`src/rtl/vga_timing_gen_pkg.sv`:
```
// vga_pkg: 640x480@60 timing constants, RGB332 pixel type and 4-bit-per-channel expansion
package vga_pkg;
  localparam int H_ACTIVE = 640;
  localparam int H_FP = 16;
  localparam int H_SYNC = 96;
  localparam int H_BP = 48;
  localparam int V_ACTIVE = 480;
  localparam int V_FP = 10;
  localparam int V_SYNC = 2;
  localparam int V_BP = 33;
  localparam int H_TOTAL = H_ACTIVE + H_FP + H_SYNC + H_BP;
  localparam int V_TOTAL = V_ACTIVE + V_FP + V_SYNC + V_BP;
  localparam int H_SYNC_START = H_ACTIVE + H_FP;
  localparam int H_SYNC_END = H_SYNC_START + H_SYNC;
  localparam int V_SYNC_START = V_ACTIVE + V_FP;
  localparam int V_SYNC_END = V_SYNC_START + V_SYNC;
  typedef struct packed {
    logic [2:0] r;
    logic [2:0] g;
    logic [1:0] b;
  } rgb332_t;
  // Replicate MSBs so full-scale input maps to full-scale DAC code.
  function automatic logic [11:0] rgb332_to_444(rgb332_t c);
    return {c.r, c.r[2], c.g, c.g[2], c.b, c.b};
  endfunction
endpackage

```
`src/rtl/vga_timing_gen_if.sv`:
```
// vga_timing_gen_if: pixel coordinate -> colour bus between the timing generator and drawing modules
//   master (timing gen): drives pixelX/pixelY/startOfFrame, receives RGB_in
//   slave (drawing mux): receives coordinates, returns RGB_in PIPE_DELAY clocks later
interface vga_timing_gen_if;
  import vga_pkg::*;
  logic [10:0] pixelX;
  logic [10:0] pixelY;
  logic startOfFrame;
  rgb332_t RGB_in;
  modport master(output pixelX, pixelY, startOfFrame, input RGB_in);
  modport slave(input pixelX, pixelY, startOfFrame, output RGB_in);
endinterface

```
`src/rtl/vga_timing_gen_delay_line.sv`:
```
// vga_delay_line: DEPTH-stage shift register of WIDTH bits, async active-low reset to RESET_VAL
//   clk, resetN: clock / async reset; d_i: input word; q_o: word delayed DEPTH clocks
module vga_delay_line #(
  parameter int WIDTH = 1,
  parameter int DEPTH = 1,
  parameter logic [WIDTH-1:0] RESET_VAL = '0
) (
  input  logic             clk,
  input  logic             resetN,
  input  logic [WIDTH-1:0] d_i,
  output logic [WIDTH-1:0] q_o
);
  logic [WIDTH-1:0] stage_q [DEPTH];
  always_ff @(posedge clk or negedge resetN)
    if (!resetN) begin
      for (int i = 0; i < DEPTH; i++) stage_q[i] <= RESET_VAL;
    end else begin
      stage_q[0] <= d_i;
      for (int i = 1; i < DEPTH; i++) stage_q[i] <= stage_q[i-1];
    end
  assign q_o = stage_q[DEPTH-1];
endmodule

```
`src/rtl/vga_timing_gen.sv`:
```
// vga_timing_gen: raster counters for 640x480@60 plus latency-aligned sync/blank/colour to the DAC
//   clk, resetN: pixel clock / async active-low reset
//   testMode: colour-bar select (only with VGA_TEST_PATTERN_EN defined)
//   pix (master): pixelX/pixelY/startOfFrame out, RGB332 colour back PIPE_DELAY clocks later
//   hsyncN, vsyncN, blankN, vgaR/G/B: DAC side, PIPE_DELAY+1 clocks behind pixelX/pixelY
//   Build option: VGA_TEST_PATTERN_EN adds the 64-pixel colour-bar generator.
module vga_timing_gen import vga_pkg::*; #(
  parameter int PIPE_DELAY = 1,
  parameter int H_ACT = vga_pkg::H_ACTIVE,
  parameter int H_FRONT = vga_pkg::H_FP,
  parameter int H_PULSE = vga_pkg::H_SYNC,
  parameter int H_BACK = vga_pkg::H_BP,
  parameter int V_ACT = vga_pkg::V_ACTIVE,
  parameter int V_FRONT = vga_pkg::V_FP,
  parameter int V_PULSE = vga_pkg::V_SYNC,
  parameter int V_BACK = vga_pkg::V_BP
) (
  input  logic              clk,
  input  logic              resetN,
  input  logic              testMode,
  vga_timing_gen_if.master  pix,
  output logic              hsyncN,
  output logic              vsyncN,
  output logic              blankN,
  output logic [3:0]        vgaR,
  output logic [3:0]        vgaG,
  output logic [3:0]        vgaB
);
  localparam logic [10:0] X_LAST = 11'(H_ACT + H_FRONT + H_PULSE + H_BACK - 1);
  localparam logic [10:0] Y_LAST = 11'(V_ACT + V_FRONT + V_PULSE + V_BACK - 1);
  localparam logic [10:0] X_ACT = 11'(H_ACT);
  localparam logic [10:0] Y_ACT = 11'(V_ACT);
  localparam logic [10:0] HS_ON = 11'(H_ACT + H_FRONT);
  localparam logic [10:0] HS_OFF = 11'(H_ACT + H_FRONT + H_PULSE);
  localparam logic [10:0] VS_ON = 11'(V_ACT + V_FRONT);
  localparam logic [10:0] VS_OFF = 11'(V_ACT + V_FRONT + V_PULSE);
`ifdef VGA_TEST_PATTERN_EN
  localparam int DW = 6;
`else
  localparam int DW = 3;
`endif
  logic [10:0] x_q, x_d, y_q, y_d;
  logic sof_q, sof_d;
  logic active, in_hs, in_vs;
  logic [DW-1:0] dl_d, dl_q;
  rgb332_t src;
  logic hsync_n_q, vsync_n_q, blank_n_q;
  logic [11:0] rgb_q;
  always_comb begin
    x_d = (x_q == X_LAST) ? '0 : x_q + 11'd1;
    y_d = (x_q != X_LAST) ? y_q : (y_q == Y_LAST) ? '0 : y_q + 11'd1;
    sof_d = (x_q == X_LAST) && (y_q == Y_LAST);
  end
  always_ff @(posedge clk or negedge resetN)
    if (!resetN) begin
      x_q <= '0;
      y_q <= '0;
      sof_q <= 1'b0;
    end else begin
      x_q <= x_d;
      y_q <= y_d;
      sof_q <= sof_d;
    end
  assign pix.pixelX = x_q;
  assign pix.pixelY = y_q;
  assign pix.startOfFrame = sof_q;
  assign active = (x_q < X_ACT) && (y_q < Y_ACT);
  assign in_hs = (x_q >= HS_ON) && (x_q < HS_OFF);
  assign in_vs = (y_q >= VS_ON) && (y_q < VS_OFF);
`ifdef VGA_TEST_PATTERN_EN
  // Only pixelX[8:6] selects a bar, so only those bits ride the delay line.
  assign dl_d = {active, in_hs, in_vs, x_q[8:6]};
  assign src = testMode ? rgb332_t'({dl_q[2:0], dl_q[2:0], dl_q[1:0]}) : pix.RGB_in;
`else
  logic unused_test_mode;
  assign unused_test_mode = testMode;
  assign dl_d = {active, in_hs, in_vs};
  assign src = pix.RGB_in;
`endif
  vga_delay_line #(.WIDTH(DW), .DEPTH(PIPE_DELAY), .RESET_VAL('0)) u_dly (
    .clk    (clk),
    .resetN (resetN),
    .d_i    (dl_d),
    .q_o    (dl_q)
  );
  always_ff @(posedge clk or negedge resetN)
    if (!resetN) begin
      hsync_n_q <= 1'b1;
      vsync_n_q <= 1'b1;
      blank_n_q <= 1'b0;
      rgb_q <= '0;
    end else begin
      hsync_n_q <= !dl_q[DW-2];
      vsync_n_q <= !dl_q[DW-3];
      blank_n_q <= dl_q[DW-1];
      rgb_q <= dl_q[DW-1] ? rgb332_to_444(src) : '0;
    end
  assign hsyncN = hsync_n_q;
  assign vsyncN = vsync_n_q;
  assign blankN = blank_n_q;
  assign {vgaR, vgaG, vgaB} = rgb_q;
endmodule
```
`src/flat_wrapper.sv`:
```
// flat-port wrapper written by rule: the top's interface ports become plain ports
module vga_timing_gen_flat import vga_pkg::*;
#(
  parameter int PIPE_DELAY = 1,
  parameter int H_ACT = vga_pkg::H_ACTIVE,
  parameter int H_FRONT = vga_pkg::H_FP,
  parameter int H_PULSE = vga_pkg::H_SYNC,
  parameter int H_BACK = vga_pkg::H_BP,
  parameter int V_ACT = vga_pkg::V_ACTIVE,
  parameter int V_FRONT = vga_pkg::V_FP,
  parameter int V_PULSE = vga_pkg::V_SYNC,
  parameter int V_BACK = vga_pkg::V_BP
)
  (clk, resetN, testMode, hsyncN, vsyncN, blankN, vgaR, vgaG, vgaB, pix_pixelX, pix_pixelY, pix_startOfFrame, pix_RGB_in);
  vga_timing_gen_if pix_i ();
  input  logic clk;
  input  logic resetN;
  input  logic testMode;
  output logic hsyncN;
  output logic vsyncN;
  output logic blankN;
  output logic [3:0] vgaR;
  output logic [3:0] vgaG;
  output logic [3:0] vgaB;
  output wire logic [$bits(pix_i.pixelX)-1:0] pix_pixelX;
  output wire logic [$bits(pix_i.pixelY)-1:0] pix_pixelY;
  output wire logic [$bits(pix_i.startOfFrame)-1:0] pix_startOfFrame;
  input wire logic [$bits(pix_i.RGB_in)-1:0] pix_RGB_in;
  assign pix_pixelX = pix_i.pixelX;
  assign pix_pixelY = pix_i.pixelY;
  assign pix_startOfFrame = pix_i.startOfFrame;
  assign pix_i.RGB_in = pix_RGB_in;
  vga_timing_gen #(.PIPE_DELAY(PIPE_DELAY), .H_ACT(H_ACT), .H_FRONT(H_FRONT), .H_PULSE(H_PULSE), .H_BACK(H_BACK), .V_ACT(V_ACT), .V_FRONT(V_FRONT), .V_PULSE(V_PULSE), .V_BACK(V_BACK)) u_core (.clk(clk), .resetN(resetN), .testMode(testMode), .pix(pix_i), .hsyncN(hsyncN), .vsyncN(vsyncN), .blankN(blankN), .vgaR(vgaR), .vgaG(vgaG), .vgaB(vgaB));
endmodule
```
`config.mk`:
```
export PLATFORM = sky130hd
export DESIGN_NAME = vga_timing_gen_flat
export DESIGN_NICKNAME = d
export VERILOG_FILES = /design/src/rtl/vga_timing_gen_pkg.sv /design/src/rtl/vga_timing_gen_if.sv /design/src/rtl/vga_timing_gen_delay_line.sv /design/src/rtl/vga_timing_gen.sv /design/src/flat_wrapper.sv
export SDC_FILE = /design/constraint.sdc
export NUM_CORES = 1
export LEC_CHECK = 0
export CAP_MARGIN = 0
export CORE_ASPECT_RATIO = 0.5
export CORE_MARGIN = 3
export CORE_UTILIZATION = 32
export DETAILED_ROUTE_END_ITERATION = 7
export PLACE_DENSITY = 0.54
export SLEW_MARGIN = 20
export SYNTH_ARGS = -nofsm -noshare
export SYNTH_HDL_FRONTEND = slang
export SYNTH_SLANG_ARGS = --single-unit
```
`constraint.sdc`:
```
create_clock -name clk -period 3.6 [get_ports clk]
set_input_delay 0.72 -clock clk [delete_from_list [all_inputs] [get_ports clk]]
set_output_delay 0.72 -clock clk [all_outputs]
set_load 0.005 [all_outputs]
```
==> results of run 1 <==
-- sequential cells by signal, summed over array words and instances (netlist names) --
signal,flops
u_core.pix.startOfFrame,1
u_core.blankN,1
u_core.pix.pixelY,11
u_core.u_dly.q_o,3
u_core.vsyncN,1
u_core.pix.pixelX,11
u_core.hsyncN,1
u_core.rgb_q,8
-- power by group through the flow --
stage                     registers, mW  clock network, mW  logic (mW)
final                             0.422              0.292      0.0343
after floorplan                   0.430                  0     0.00657
after global placement            0.430                  0      0.0352
after global routing              0.422              0.322      0.0379
after CTS                         0.422              0.305      0.0356
after detailed placement          0.430                  0      0.0355
-- kinds of logic after synthesis --
group           synth area share, %
simple gates                   25.1
flops                          56.3
compound gates                 5.16
buf+inv                        4.25
xor+xnor                       6.37
fa+ha+maj                      2.27
mux                           0.607
-- worst paths after layout --
kind	depth (start not counted)	to	start
worst max-delay path	1	pix_pixelY[5]	u_core.pix.pixelY[5]$_DFFE_PN0N_
worst min-delay path	1	u_core.hsyncN$_DFF_PN1_	u_core.u_dly.q_o[1]$_DFF_PN0_
worst max register to register	5	u_core.pix.pixelY[7]$_DFFE_PN0N_	u_core.pix.pixelX[0]$_DFF_PN0_
worst min register to register	1	u_core.hsyncN$_DFF_PN1_	u_core.u_dly.q_o[1]$_DFF_PN0_
max in group asynchronous	1	u_core.pix.startOfFrame$_DFF_PN0_	resetN
min in group asynchronous	1	u_core.pix.pixelX[1]$_DFF_PN0_	resetN
-- cells in the mapped netlist, types with 4 or more instances --
cell type	n	area share [%]
and2_1	9	3.4
and3_1	8	3.0
buf_4	5	2.3
dfrtp_1	35	53
inv_1	6	1.4
nand2_1	6	1.4
nand3_1	9	2.7
nand4_1	5	1.9
nor2_1	9	2.0
o21ai_0	8	2.4
xnor2_1	4	2.1
xor2_1	8	4.2
-- per-stage QoR --
| stage | total power, mW | hold WS [ns] | instance area [µm²] | utilization, % | instances |
|---|---|---|---|---|---|
| after floorplan | 0.437 | 0.337 | 1650 | - | 145 |
| after global placement | 0.465 | 0.341 | 2150 | 46.0 | 251 |
| after detailed placement | 0.465 | 0.350 | 2150 | 46.0 | 251 |
| after CTS | 0.763 | 0.360 | 2240 | 47.9 | 259 |
| after global routing | 0.782 | 0.384 | 2240 | 47.9 | 259 |
| final | 0.748 | 0.360 | 2240 | 47.9 | 259 |
-- metal layers --
| metal | GRT usage [%] | share of wire [%] |
|---|---|---|
| met2 | 18.4 | 45 |
| met5 | 0 | 0 |
| met3 | 3.56 | 3.6 |
| met1 | 16.9 | 50 |
| met4 | 4.86 | 1.4 |
-- final cells by class --
class | count | area [µm²]
multi-input combinational | 95 | 652
clock buffer | 8 | 90.1
fill | 454 | 2440
timing repair buffer | 47 | 465
sequential | 37 | 928
tap | 66 | 82.6
inverter | 6 | 22.5
==> metrics.yaml, run 1 <==
cpMaxStageDelayCell: "clkdlybuf4s50_1"
syn_area_per_cell_um2: 11.4
cp-start-kind: "register"
setup_ws_ns: 1.47
ys_seq_area_share_pct: 56.3
tns_ns: 0
clockPowerShare_pct: 39.0
setup_viol: 0
p_switching_uw: 150
postSynth.asyncResetShare_pct: 100
clockBufferDepth: 2
critPathMaxStageDelay_ns: 0.57
arrival_ns: 1.41
combPwrFrac_pct: 4.6
cts_buffers: 5
rows: 17
mostFrequentLayoutCells: "clkdlybuf4s50_1, dfrtp_1, nor2_1, nand3_1, and2_1"
synth_warnings: 0
clk_pin_slew_ns: 0.07
drc: 0
drt_iter0_drc: 33
yosys_register_bits: 37
reg2reg_slack_ns: 1.68
ant_nets: 0
fin_crit_ns: 2.13
die_w_um: 108
hold_path_class: "reg2reg"
grt_pass1_wl_um: 5840
nNetsFinal: 206
hold_buffers: 0
clock_sinks: 37
syn2layout_area_growth_pct: 35.8
place.gp.congestion: 0.787
crit_path_end_kind: "output port"
maxSlewViolCount: 0
die_y_um: 56.8
grt_antenna_before_repair: 0
dr_total_vias: 1231
synth_ff_type: "dfrtp_1"
viasPerCell: 4.75
htree_levels: 2
first_pass_iters: 4
worst_slew_pin_slew_ns: 0.811
insertion_delay_ns: 0.28
wire_per_inst_um: 13.6
required_ns: 2.88
syn-cell-area_mm2: 0.00165
root_buffer: "clkbuf_8"
dieArea_mm2: 0.00611
wirelength_um: 3510
crit_chain: "clkdlybuf4s50_1"
synth-edff-count: 0
ir_worst_vdd_v: 0.000166
rsz0062_at_grt: "no"
cts_tree: "built"
drive_above_1_share_pct: 8.81
status: "completed"
internal-power_uw: 598
ios: 49
antenna_cells: 0
dp_hpwl_um: 2550
switching_share_pct: 20.1
synth_nets: 159
relSlewSlack_pct: 46.0
fin_crit_sh_pct: 59.2
cts_resized: 0
drv_cap: 0
crit_buf_inv: 1
cp_top_family: "buffers and inverters"
grt_max_degree: 38
path_max_fanout: 9
crit_type: "reg2out"
core_mm2: 0.00468
p_leak_nw: 0.925
initial_utilization_pct: 35.3
timing.final.hold_violations: 0
grtUsageTotal_pct: 12.3
overflow: 0
dpl_worst_slack_ns: 1.67
finClkSkew_ns: 0.00396
p_seq_share_pct: 56.4
fmax_mhz: 469
final_common_cell: "clkdlybuf4s50_1"
cts_setup_buffers: 0
portBuffers: 47
powerDensity_mw_per_mm2: 334
synthCells: 145
grt_pass1_vias: 1176
synth.distinct_cells: 34
Note: power is estimated with default switching activity, not from simulation.
==> inputs of run 2 (changes only) <==
- clock period: 3.6 -> 2 ns (I/O delays scaled with it)
==> metrics.yaml, run 2 (same netlist as run 1, synthesis figures left out) <==
final_common_cell: "clkdlybuf4s50_1"
arrival_ns: 1.42
syn2layout_area_growth_pct: 36.7
drt_iter0_drc: 61
cts_buffers: 5
finClkSkew_ns: 0.00314
clock_sinks: 37
critPathMaxStageDelay_ns: 0.58
cts_tree: "built"
p_leak_nw: 0.935
seqCellArea_um2: 928
place.gp.congestion: 0.728
insertion_delay_ns: 0.28
tns_ns: 0
grt_max_degree: 38
timing.final.hold_violations: 0
multiInputGateArea_um2: 652
fin_crit_ns: 1.82
cpMaxStageDelayCell: "clkdlybuf4s50_1"
status: "completed"
drive_above_1_share_pct: 9.74
crit_type: "reg2out"
die_y_um: 56.8
grtUsageTotal_pct: 12.5
setup_viol: 0
clockBufferDepth: 2
overflow: 0
fin_crit_sh_pct: 91.0
core_mm2: 0.00468
cts_setup_buffers: 0
crit_path_end_kind: "output port"
rsz0062_at_grt: "no"
clk_pin_slew_ns: 0.07
relSlewSlack_pct: 68.5
initial_utilization_pct: 35.3
path_max_fanout: 8
crit_buf_inv: 1
nNetsFinal: 208
grt_pass1_wl_um: 5970
ir_worst_vdd_v: 0.000252
ios: 49
rows: 17
viasPerCell: 4.74
powerDensity_mw_per_mm2: 600
wire_per_inst_um: 13.7
root_buffer: "clkbuf_8"
cts_resized: 0
layoutNonFillerInstCount: 261
dp_hpwl_um: 2550
cp_top_family: "buffers and inverters"
worst_slew_pin_slew_ns: 0.473
htree_levels: 2
mostFrequentLayoutCells: "clkdlybuf4s50_1, dfrtp_1, nor2_1, nand3_1, and2_1"
dr_total_vias: 1236
grt_antenna_before_repair: 0
crit_chain: "clkdlybuf4s50_1"
hold_buffers: 0
drc: 0
portBuffers: 47
maxSlewViolCount: 0
fmax_mhz: 549
hold_path_class: "in2async"
antenna_cells: 0
dieArea_mm2: 0.00611
die_w_um: 108
wirelength_um: 3580
grt_pass1_vias: 1212
first_pass_iters: 4
drv_cap: 0
ant_nets: 0
cp-start-kind: "register"
post-place-cells: 253
required_ns: 1.60
fillers: 466
-- run 2: cell types whose count changed in the layout (fill, tap and decap cells not counted) --
| cell | delta |
|---|---|
| buf_4 | +2 |
-- run 2: path summary, 6_finish.rpt --
kind,cells after the start,slack [ns],from,to
setup / recovery,1,0.18,u_core.pix.pixelY[6]$_DFFE_PN0N_,pix_pixelY[6]
hold / removal,2,0.15,resetN,u_core.pix.pixelX[1]$_DFF_PN0_
setup reg to reg,5,0.24,u_core.pix.pixelX[0]$_DFF_PN0_,u_core.pix.pixelY[7]$_DFFE_PN0N_
hold reg to reg,1,0.35,u_core.u_dly.q_o[1]$_DFF_PN0_,u_core.hsyncN$_DFF_PN1_
max in group asynchronous,2,1.49,resetN,u_core.vsyncN$_DFF_PN1_
min in group clk,1,0.35,u_core.u_dly.q_o[1]$_DFF_PN0_,u_core.hsyncN$_DFF_PN1_
-- run 2: area by class of cell --
type,count,area share [%]
Sequential cell,37,41.2
Multi-Input combinational cell,95,28.9
Timing Repair Buffer,49,21.3
Clock buffer,8,3.99
Tap cell,66,3.66
Inverter,6,0.998
-- run 2: per-layer routing --
layer | vias to the layer above | wire length [µm] | track usage [%]
met5 | - | 0 | 0
met4 | 0 | 38 | 4.32
met1 | 601 | 1690 | 16.5
li1 | 603 | - | -
met3 | 5 | 184 | 4.13
met2 | 27 | 1660 | 19.2
-- run 2: metrics by stage --
stage                     instance area, µm²  total power, mW  setup slack, ns  util [%]  hold slack (ns)
after floorplan                         1650            0.787            0.379         -            0.104
after global placement                  2170            0.838            0.231      46.3            0.341
after detailed placement                2170            0.839            0.243      46.3            0.343
after CTS                               2260             1.38            0.177      48.2            0.165
after global routing                    2260             1.41           0.0952      48.2            0.186
final                                   2260             1.35            0.179      48.2            0.154
-- run 2: power breakdown --
part	switching (mW)	internal (mW)
registers	0.00292	0.756
logic	0.0237	0.0396
clock network	0.249	0.281
==> inputs of run 3 (changes only) <==
--- a/config.mk
+++ b/config.mk
@@ -13,2 +13,3 @@
 export PLACE_DENSITY = 0.54
+export SETUP_SLACK_MARGIN = 0.15
 export SLEW_MARGIN = 20
--- a/constraint.sdc
+++ b/constraint.sdc
@@ -3,2 +3,2 @@
 set_output_delay 0.4 -clock clk [all_outputs]
-set_load 0.005 [all_outputs]
+set_load 0.01 [all_outputs]
==> metrics.yaml, run 3 (same netlist as run 1, synthesis figures left out) <==
status: "completed"
timing.final.hold_violations: 0
setup_ws_ns: 0.238
ir_worst_vdd_v: 0.000252
crit_chain: "clkdlybuf4s50_1"
finClkSkew_ns: 0.00314
initial_utilization_pct: 35.3
die_y_um: 56.8
syn2layout_area_growth_pct: 37.1
cp.depth: 1
viasPerCell: 4.74
setup_viol: 0
critPathMaxStageDelay_ns: 0.59
layoutNonFillerInstCount: 261
dr_total_vias: 1236
worst_slew_pin_slew_ns: 0.473
reg2reg_from: "u_core.pix.pixelX[0]$_DFF_PN0_"
htree_levels: 2
p_leak_nw: 0.928
path_max_fanout: 7
busiest_layer: "met2"
worstSetupStartpoint: "u_core.pix.pixelY[7]$_DFFE_PN0N_"
grt_max_degree: 38
antenna_cells: 0
rsz0062_at_grt: "no"
portBuffers: 47
fin_crit_ns: 1.76
cts_buffers: 5
seqCellArea_um2: 933
ios: 49
crit_path_end_kind: "output port"
die_w_um: 108
core_mm2: 0.00468
drc: 0
grt_antenna_before_repair: 0
ant_nets: 0
clockBufferDepth: 2
wire_per_inst_um: 13.7
met3_usage_pct: 4.13
insertion_delay_ns: 0.28
grt_use_met1_pct: 16.5
cts_tree: "built"
cp_top_family: "buffers and inverters"
fin_crit_sh_pct: 88.1
rows: 17
final_common_cell: "clkdlybuf4s50_1"
dieArea_mm2: 0.00611
relSlewSlack_pct: 68.5
nNetsFinal: 208
dp_hpwl_um: 2550
overflow: 0
tns_ns: 0
mostFrequentLayoutCells: "clkdlybuf4s50_1, dfrtp_1, nor2_1, nand3_1, and2_1"
crit_buf_inv: 1
place.gp.congestion: 0.728
hold_path_class: "in2async"
post-place-cells: 253
maxSlewViolCount: 0
clock_sinks: 37
first_pass_iters: 4
crit_type: "reg2out"
drv_cap: 0
drt_iter0_drc: 61
grtUsageTotal_pct: 12.5
wirelength_um: 3580
multiInputGateArea_um2: 653
power.total_mw: 1.36
met2_usage_pct: 19.2
required_ns: 1.60
root_buffer: "clkbuf_8"
clk_pin_slew_ns: 0.07
grt_pass1_wl_um: 5970
drive_above_1_share_pct: 12.3
cp-start-kind: "register"
dpl_worst_slack_ns: 0.243
cts_setup_buffers: 0
cpMaxStageDelayCell: "clkdlybuf4s50_1"
rr_worst_depth: 5
fmax_mhz: 568
fillers: 466
arrival_ns: 1.36
powerDensity_mw_per_mm2: 600
grt_pass1_vias: 1212
[run 3: cell types whose count changed in the layout (fill, tap and decap cells not counted)]
| cell | change |
|---|---|
| and3_2 | +1 |
| dfrtp_1 | -4 |
| dfrtp_2 | +4 |
| and3_1 | -1 |
[run 3: cell type report]
cell class | count | share of cell area, %
Timing Repair Buffer | 49 | 21.2
Clock buffer | 8 | 3.98
Sequential cell | 37 | 41.3
Tap cell | 66 | 3.65
Multi-Input combinational cell | 95 | 28.9
Inverter | 6 | 0.996
[run 3: power by group]
group / leakage, nW / internal [mW] / total, mW / switching [mW]
clock network: 0.0455 / 0.281 / 0.530 / 0.249
registers: 0.460 / 0.756 / 0.759 / 0.00292
logic: 0.422 / 0.0399 / 0.0685 / 0.0286
total: 0.928 / 1.08 / 1.36 / 0.281
[run 3: metrics by stage]
stage                     cell area [µm²]  util (%)  hold WS [ns]
final                                2260      48.3         0.154
after global routing                 2260      48.3         0.186
after global placement               2170      46.3         0.341
after detailed placement             2170      46.3         0.343
after CTS                            2260      48.3         0.165
after floorplan                      1650         -         0.104
[run 3: layer usage]
layer | vias up | part of all wire [%]
met1 | 601 | 47
met4 | 0 | 1.1
met5 | - | 0
li1 | 603 | -
met2 | 27 | 46
met3 | 5 | 5.1
[run 3: worst paths after layout]
check,end,slack (ns)
setup / recovery,pix_pixelY[7],0.24
hold / removal,u_core.pix.pixelX[1]$_DFF_PN0_,0.15
min in group clk,u_core.hsyncN$_DFF_PN1_,0.35
max in group asynchronous,u_core.pix.pixelY[5]$_DFFE_PN0N_,1.49
hold reg to reg,u_core.hsyncN$_DFF_PN1_,0.35
setup reg to reg,u_core.pix.pixelY[10]$_DFFE_PN0N_,0.34
[run 3: timing repair]
action | in CTS | in global routing
gates resized for setup | 2 | 3
hold buffers | 0 | 0
setup endpoints to repair | 2 | 6
